[config.mk]
export PLATFORM = sky130hd
export DESIGN_NAME = ibex_fetch_align_fifo
export DESIGN_NICKNAME = d
export VERILOG_FILES = /design/src/rtl/ibex_pkg.sv /design/src/rtl/ibex_fetch_align_fifo.sv
export SDC_FILE = /design/constraint.sdc
export NUM_CORES = 1
export LEC_CHECK = 0
export ABC_AREA = 1
export CORE_ASPECT_RATIO = 0.8
export CORE_UTILIZATION = 65
export DETAILED_ROUTE_END_ITERATION = 8
export DONT_BUFFER_PORTS = 1
export PLACE_DENSITY = 0.81
export SLEW_MARGIN = 20
export SYNTH_ARGS = -nofsm -noshare
export SYNTH_HDL_FRONTEND = slang
export SYNTH_SLANG_ARGS = --single-unit
[constraint.sdc]
create_clock -name clk_i -period 3.5 [get_ports clk_i]
set_clock_uncertainty 0.05 [all_clocks]
set_input_delay 0.875 -clock clk_i [delete_from_list [all_inputs] [get_ports clk_i]]
set_output_delay 0.875 -clock clk_i [all_outputs]
set_load 0.05 [all_outputs]
[src/rtl/ibex_pkg.sv]
`default_nettype none
// +----------------------------------------------------------------------+
// | Module      : ibex_pkg                                               |
// | Description : Shared types and helpers for the IF-stage fetch FIFO.  |
// | Revision    : 1.0 - initial release                                  |
// +----------------------------------------------------------------------+
package ibex_pkg;

    localparam int DEPTH_MIN = 3;
    localparam int DEPTH_MAX = 8;

    typedef struct packed {
        logic        err;
        logic [31:0] rdata;
    } fetch_entry_t;

    // RVC encodings use every quadrant except 2'b11.
    function automatic logic is_compressed(input logic [15:0] instr);
        return instr[1:0] != 2'b11;
    endfunction

endpackage
`default_nettype wire

[src/rtl/ibex_fetch_align_fifo.sv]
`default_nettype none
// +----------------------------------------------------------------------+
// | Module      : ibex_fetch_align_fifo                                  |
// | Description : Prefetch word FIFO with halfword instruction aligner.  |
// | Revision    : 1.0 - initial release                                  |
// +----------------------------------------------------------------------+
module ibex_fetch_align_fifo
    import ibex_pkg::*;
#(
    parameter int unsigned DEPTH = 3
) (
    input  logic        clk_i,
    input  logic        rst_ni,
    input  logic        clear_i,
    input  logic [31:0] in_addr_i,
    input  logic        in_valid_i,
    input  logic [31:0] in_rdata_i,
    input  logic        in_err_i,
    output logic        busy_o,
    output logic        out_valid_o,
    input  logic        out_ready_i,
    output logic [31:0] out_addr_o,
    output logic [31:0] out_rdata_o,
    output logic        out_err_o
);

    localparam int unsigned c_CNT_W = $clog2(DEPTH + 1);

    fetch_entry_t [DEPTH-1:0] r_mem;
    fetch_entry_t [DEPTH-1:0] w_mem_next;
    logic [c_CNT_W-1:0]       r_count;
    logic [c_CNT_W-1:0]       w_count_next;
    logic [c_CNT_W-1:0]       w_wr_idx;
    logic [31:0]              r_addr;
    logic [31:0]              w_addr_next;
    logic [31:0]              w_step;

    fetch_entry_t             w_head;
    logic                     w_head_valid;
    logic                     w_entry1_valid;
    logic                     w_valid;
    logic                     w_err;
    logic [31:0]              w_rdata;
    logic                     w_pop_req;
    logic                     w_transfer;
    logic                     w_pop;
    logic                     w_push;
    logic                     w_full;
    logic                     w_unused;

    assign w_unused       = in_addr_i[0];
    assign w_head         = r_mem[0];
    assign w_head_valid   = (r_count != '0);
    assign w_entry1_valid = (r_count >= c_CNT_W'(2));
    assign w_full         = (r_count == c_CNT_W'(DEPTH));

    always_comb begin
        w_valid   = 1'b0;
        w_rdata   = w_head.rdata;
        w_err     = w_head.err;
        w_pop_req = 1'b0;
        w_step    = 32'd4;
        if (!r_addr[1]) begin
            w_valid = w_head_valid;
            if (is_compressed(w_head.rdata[15:0])) begin
                w_step = 32'd2;
            end else begin
                w_pop_req = 1'b1;
            end
        end else begin
            // The head's upper half is always consumed when unaligned.
            w_pop_req = 1'b1;
            w_rdata   = {16'h0000, w_head.rdata[31:16]};
            if (w_head.err) begin
                w_valid = w_head_valid;
            end else if (is_compressed(w_head.rdata[31:16])) begin
                w_valid = w_head_valid;
                w_step  = 32'd2;
            end else begin
                w_valid = w_entry1_valid;
                w_rdata = {r_mem[1].rdata[15:0], w_head.rdata[31:16]};
                w_err   = w_head.err | r_mem[1].err;
            end
        end
    end

    assign w_transfer = w_valid & out_ready_i & ~clear_i;
    assign w_pop      = w_transfer & w_pop_req;
    assign w_push     = in_valid_i & ~clear_i & (~w_full | w_pop);
    assign w_wr_idx   = r_count - {{(c_CNT_W-1){1'b0}}, w_pop};

    always_comb begin
        w_mem_next = w_pop ? (r_mem >> $bits(fetch_entry_t)) : r_mem;
        for (int i = 0; i < int'(DEPTH); i++) begin
            if (w_push && (w_wr_idx == c_CNT_W'(i))) begin
                w_mem_next[i] = '{err: in_err_i, rdata: in_rdata_i};
            end
        end
    end

    always_comb begin
        w_count_next = r_count
                     + {{(c_CNT_W-1){1'b0}}, w_push}
                     - {{(c_CNT_W-1){1'b0}}, w_pop};
        w_addr_next  = w_transfer ? (r_addr + w_step) : r_addr;
        if (clear_i) begin
            w_count_next = '0;
            w_addr_next  = {in_addr_i[31:1], 1'b0};
        end
    end

    always_ff @(posedge clk_i or negedge rst_ni) begin
        if (!rst_ni) begin
            r_mem   <= '0;
            r_count <= '0;
            r_addr  <= '0;
        end else begin
            r_mem   <= w_mem_next;
            r_count <= w_count_next;
            r_addr  <= w_addr_next;
        end
    end

    assign busy_o      = (r_count >= c_CNT_W'(DEPTH - 2));
    assign out_valid_o = w_valid;
    assign out_addr_o  = r_addr;
    assign out_rdata_o = w_valid ? w_rdata : 32'h0;
    assign out_err_o   = w_valid & w_err;

    a_depth_range : assert property (@(posedge clk_i)
        (DEPTH >= DEPTH_MIN) && (DEPTH <= DEPTH_MAX));

    // A beat offered while full and not draining is lost.
    a_no_overflow : assert property (@(posedge clk_i) disable iff (!rst_ni)
        !(in_valid_i && !clear_i && w_full && !w_pop));

endmodule
`default_nettype wire
# After elaboration in Yosys (flattened, before gate mapping)
# Cells that the tools add are included.
[classes]
n_addsub = 4
multipliers = 0
div = 0
n_lt_le_gt_ge = 2
n_eq_ne = 5
shift = 0
mux = 23
bitwise = 10
reduce_logical = 9
[ops]
columns = ["cell", "count"]
rows = [
  ["32-bit two-way mux", 7],
  ["33-bit two-way mux", 3],
  ["99-bit two-way mux", 1],
  ["32-bit adder", 1],
  ["2-bit nonzero test", 5],
  ["3-bit two-way mux", 3],
  ["1-bit two-way mux", 8],
  ["1-bit bitwise AND", 6],
  ["2-bit equality test, second input constant", 2],
  ["2-bit inequality test, second input constant", 2],
  ["2-bit by 1-bit subtractor with 2-bit output", 2],
  ["1-bit logical AND", 3],
  ["2-bit by 1-bit adder with 2-bit output", 1],
  ["2-bit by 1-bit equality test with 1-bit output, second input constant", 1],
  ["2-bit by 1-bit greater-or-equal comparator with 1-bit output, second input constant", 1],
  ["2-bit greater-or-equal comparator, second input constant", 1],
  ["2-bit logical NOT", 1],
  ["2-bit two-way mux", 1],
  ["1-bit inverter", 2],
  ["1-bit bitwise OR", 2],
]
[word_totals]
ff_bits = 133
latchBits = 0
ramBits = 0
romBits = 0
in_bits = 70
output_inout_bits = 67
n_memories = 0

# Depth between registers and ports, before layout
[depth]
word_depth = 12
ltp_mapped = 16

# Worst setup path before layout
# Ideal clock, no wire load.
[synth_timing]
path_kind = "register -> output"
startpoint = "register r_addr[1], in the netlist out_addr_o[1]"
endpoint = "output port out_rdata_o[21]"
arrival_time_ps = 2153
t_required_ps = 2575
path_slack_ps = 422
path_stages_with_launch = 6
cell_sequence = "dfrtp_1 > inv_2 > nor2_4 > clkbuf_1 > nand3_1 > a21oi_1"
[synth_between]
elab_chain_len = 2
elab_cells_between_ends = 3
[synth_lines]
columns = ["item", "line", "rtl"]
rows = [
  ["start, declared", "ibex_fetch_align_fifo.sv:34", "logic [31:0] r_addr;"],
  ["start signal, assigned", "ibex_fetch_align_fifo.sv:120", "r_addr <= w_addr_next;"],
  ["32-bit two-way mux / 1-bit two-way mux (equally long branches)", "ibex_fetch_align_fifo.sv:63", "if (!r_addr[1]) begin"],
  ["32-bit two-way mux *", "ibex_fetch_align_fifo.sv:127", "assign out_rdata_o = w_valid ? w_rdata : 32'h0;"],
  ["end, declared", "ibex_fetch_align_fifo.sv:23", "output logic [31:0] out_rdata_o,"],
]
# Mark *: on every way between the ends. The rest lies on a longest branch, timed or not.

# Worst setup path after layout
[layout_timing]
startpoint = "register r_addr[1], in the netlist out_addr_o[1]"
endpoint = "register r_addr[17], in the netlist out_addr_o[17]"
[layout_between]
elab_chain_len = 4
elab_cells_between_ends = 8
[layout_lines]
columns = ["item", "line"]
rows = [
  ["32-bit two-way mux / 1-bit two-way mux (equally long branches)", "ibex_fetch_align_fifo.sv:63"],
  ["32-bit adder / 1-bit bitwise AND (equally long branches)", "ibex_fetch_align_fifo.sv:105, ibex_fetch_align_fifo.sv:87"],
  ["32-bit two-way mux / 1-bit bitwise AND (equally long branches)", "ibex_fetch_align_fifo.sv:105, ibex_fetch_align_fifo.sv:87"],
  ["32-bit two-way mux / 2-bit nonzero test (equally long branches)", "--"],
]
# Parallel ways exist; a longest one is shown, timed or not. The select of a mux whose other input is x is not followed.
# A chain may end at the register's enable or synchronous reset.

==> results.py <==
metrics = {
    "outcome": {
        "status": "finished clean",
    },
    "clocking": {
        "post_cts_buffers": 0,
        "clock-root-buffer": "clkbuf_16",
        "ctsHoldBuffers": 0,
        "tritoncts": "built",
        "clockBufferDepth": 2,
        "htree_num_levels": 4,
        "clk-insertion-delay-late_ns": 0.44,
        "cts_made_buffers": 17,
        "cts_num_sinks": 132,
        "clk_pin_slew_worst_paths_ns": 0.06,
        "ctsResizeCount": 0,
    },
    "synthesis": {
        "syn_avg_cell_area_um2": 7.14,
        "combinational_family_with_the_most_area_after_synthesis": "simple AND/OR/NAND/NOR gates",
        "cells_after_synthesis": 1188,
        "proportion_of_synthesized_area_in_mux_cells": 0,
        "synth_area_in_compound_gates": 0.152,
        "number_of_warning_messages_in_the_yosys_log": 0,
        "synth-adder-area-share": 0.00826,
        "synth_xor_xnor_area_share": 0.0145,
        "synth_seq_area_share": 0.390,
        "synth_fp_nets": 1263,
        "post_synth_instance_area_um2": 8480,
        "synth-seq-cells": 132,
        "synth_cell_types": 36,
        "synth_simple_gate_area_share": 0.330,
    },
    "worst_setup_path": {
        "critPathLaunchType": "register",
        "critical-path-max-stage-delay_ns": 0.48,
        "peak_fanout_along_the_critical_path": 10,
        "path_common_cell": "nand2_1",
        "cell_type_of_the_slowest_stage_on_the_worst_timing_path": "nor2_1",
        "critPathCaptureType": "register",
        "required_ns": 3.80,
        "worst-setup-path-type": "reg -> reg",
        "timing.critical_path.cells": "buf_4, a21oi_1, inv_1, nand2_1, fa_1, inv_1, nand2_1, nor2_1, nand2_1, nor2_1, xor2_1, nand2_1, o211ai_1",
        "cp_data_arrival_time_ns": 3.50,
    },
    "placement": {
        "post-place-cells": 1321,
        "placed_cell_area_um2": 8740,
        "gpl.final_weighted_congestion": 0.946,
        "io_buffers": 0,
        "dp_hpwl_um": 17000,
    },
    "global_route": {
        "global_route.overflow_total": 0,
        "first_global_vias": 7838,
        "wire_length_of_the_first_global_routing_pass_um": 42300,
        "initial_antenna_violation_count": 0,
        "grtUsageTotal": 0.409,
        "grt_start_max_net_pins": 166,
    },
    "final_layout": {
        "fillers": 973,
        "nNetsFinal": 1244,
        "insertedDiodeCount": 0,
        "post_layout_nonfiller_instances": 1353,
        "fraction_of_final_layout_cells_with_drive_strength_greater_than_1": 0.0897,
        "area_delta_synth_final_pct": 9.93,
        "postLayoutCoreUtil": 0.750,
        "post-route-cell-area_um2": 9320,
    },
    "timing": {
        "maxSlewViolCount": 0,
        "setup-violations-final": 0,
        "grt_setup_unrepaired": "no",
        "fin_crit_sh": 0.914,
        "maxSlewHeadroom": 0.343,
        "final.setup.tns_ns": 0,
        "worst_pin_slew_ns": 0.986,
        "fin_crit_ns": 3.20,
        "finalHoldViolations": 0,
        "max_clock_freq_ghz": 0.313,
    },
    "detailed_routing": {
        "drc": 0,
        "initialDrtViolationCount": 1170,
        "ant_nets": 0,
        "routedWlPerCell_um": 19.8,
        "route.vias.total": 8771,
        "detail_route.first_pass.iterations": 9,
        "routed_wl_um": 26800,
        "viasPerCell": 6.48,
    },
    "power_and_ir_drop": {
        "max-vdd-ir-drop_mv": 0.430,
        "power-per-cell-area_nw_per_um2": 696,
        "leakage_nw": 4.19,
        "total_power_mw": 6.49,
    },
    "floorplanning": {
        "die_w_um": 130,
        "fp.dieH_um": 104,
        "rows": 36,
        "floorplan.initialDensity": 0.682,
        "coreArea_um2": 12400,
        "die-area_um2": 13500,
        "num_io_pins": 137,
    },
    "worst_hold_path": {
        "hold_class": "in -> async",
    },
    "run": {
        "cap_viol_max_count": 0,
    },
}
## routing by layer
| metal | routed length [um] | global-route usage | vias up |
|---|---|---|---|
| met4 | 314 | 0.0997 | 0 |
| met3 | 3790 | 0.154 | 44 |
| li1 | - | - | 4031 |
| met5 | 0 | 0 | - |
| met2 | 11300 | 0.559 | 570 |
| met1 | 11400 | 0.606 | 4126 |
## path summary, 6_finish.rpt
kind                                     from             end  slack (ns)  depth (start not counted)
min in group clk_i                    clear_i      r_count[0]        0.45                          1
worst min register to register      r_mem[66]       r_mem[66]        0.52                          2
worst max-delay path            out_addr_o[1]  out_addr_o[17]        0.30                         13
max in group asynchronous              rst_ni  out_addr_o[14]        3.04                          0
worst min-delay path                   rst_ni  out_addr_o[19]        0.08                          0
worst max register to register  out_addr_o[1]  out_addr_o[17]        0.30                         13
## synth_stat cells
cell | n | area [um^2]
inv_1 | 119 | 447
xnor2_1 | 2 | 17.5
nand2_1 | 322 | 1210
nand4_2 | 1 | 12.5
o21ai_0 | 21 | 105
ha_1 | 4 | 50.1
o21bai_4 | 1 | 18.8
nor2_1 | 107 | 402
o211ai_1 | 8 | 60.1
nor3_1 | 13 | 65.1
buf_2 | 34 | 170
nor2_4 | 2 | 22.5
nand3_2 | 2 | 20.0
buf_4 | 4 | 30.0
dfrtp_1 | 132 | 3300
nand3b_1 | 2 | 15.0
clkinv_1 | 2 | 7.51
o22ai_1 | 2 | 12.5
a21oi_1 | 37 | 185
o311ai_0 | 98 | 858
or2_2 | 1 | 6.26
inv_2 | 5 | 18.8
nand4_1 | 70 | 438
clkbuf_1 | 53 | 199
o22a_1 | 1 | 8.76
fa_1 | 1 | 20.0
a31oi_1 | 2 | 12.5
clkbuf_2 | 2 | 10.0
conb_1 | 1 | 3.75
xor2_1 | 12 | 105
nand3_1 | 116 | 581
nor3b_1 | 1 | 7.51
nand2_2 | 3 | 18.8
buf_1 | 4 | 15.0
o311ai_1 | 1 | 8.76
o21bai_1 | 2 | 15.0
## placed cells by master, fill, tap and decap left out, drive strengths merged, types with 20 or more instances in the layout
cell type,n
a21oi,37
buf,59
clkbuf,20
dfrtp,132
inv,126
nand2,325
nand3,118
nand4,71
nor2,109
o21ai,21
o311ai,99
## state kept, by name, summed over array words and instances (netlist names)
register    cells
r_mem          99
out_addr_o     31
r_count         2
## critical path: cells and delay by family (launching register included)
family / cells / cell delay, ns
and+or+nand+nor: 6 / 1.28
buffers and inverters: 3 / 0.56
adders and majority gates: 1 / 0.47
DFF: 1 / 0.40
AOI/OAI and AO/OA: 2 / 0.19
xor gates and xnor gates: 1 / 0.16
## cell families (layout without fill, tap and decap cells)
group | count (synthesis) | after routing
compound gates | 173 | 173
xor+xnor | 14 | 14
other cells | 1 | 1
simple gates | 640 | 640
flops | 132 | 132
buf+inv | 223 | 217
fa+ha+maj | 5 | 5
## stage by stage
stage	hold WS, ns	worst slack, ns
floorplan	0.481	0.422
global placement	0.499	0.587
detailed placement	0.502	0.555
CTS	0.0811	0.439
global route	0.0706	0.152
finish	0.0823	0.302
## final cells by class
cell class                      instances  area (um^2)  area share
Tap cell                              171          214      0.0230
Inverter                              126          473      0.0507
Multi-Input combinational cell        833         4290       0.460
Sequential cell                       132         3300       0.354
Clock inverter                         12          130      0.0140
Timing Repair Buffer                   59          468      0.0502
Clock buffer                           20          447      0.0479
## where the power goes
part | internal, mW | switching, mW
clock network | 1.07 | 0.719
registers | 2.03 | 0.663
logic | 0.665 | 1.34
(Power assumes the default switching activity.)
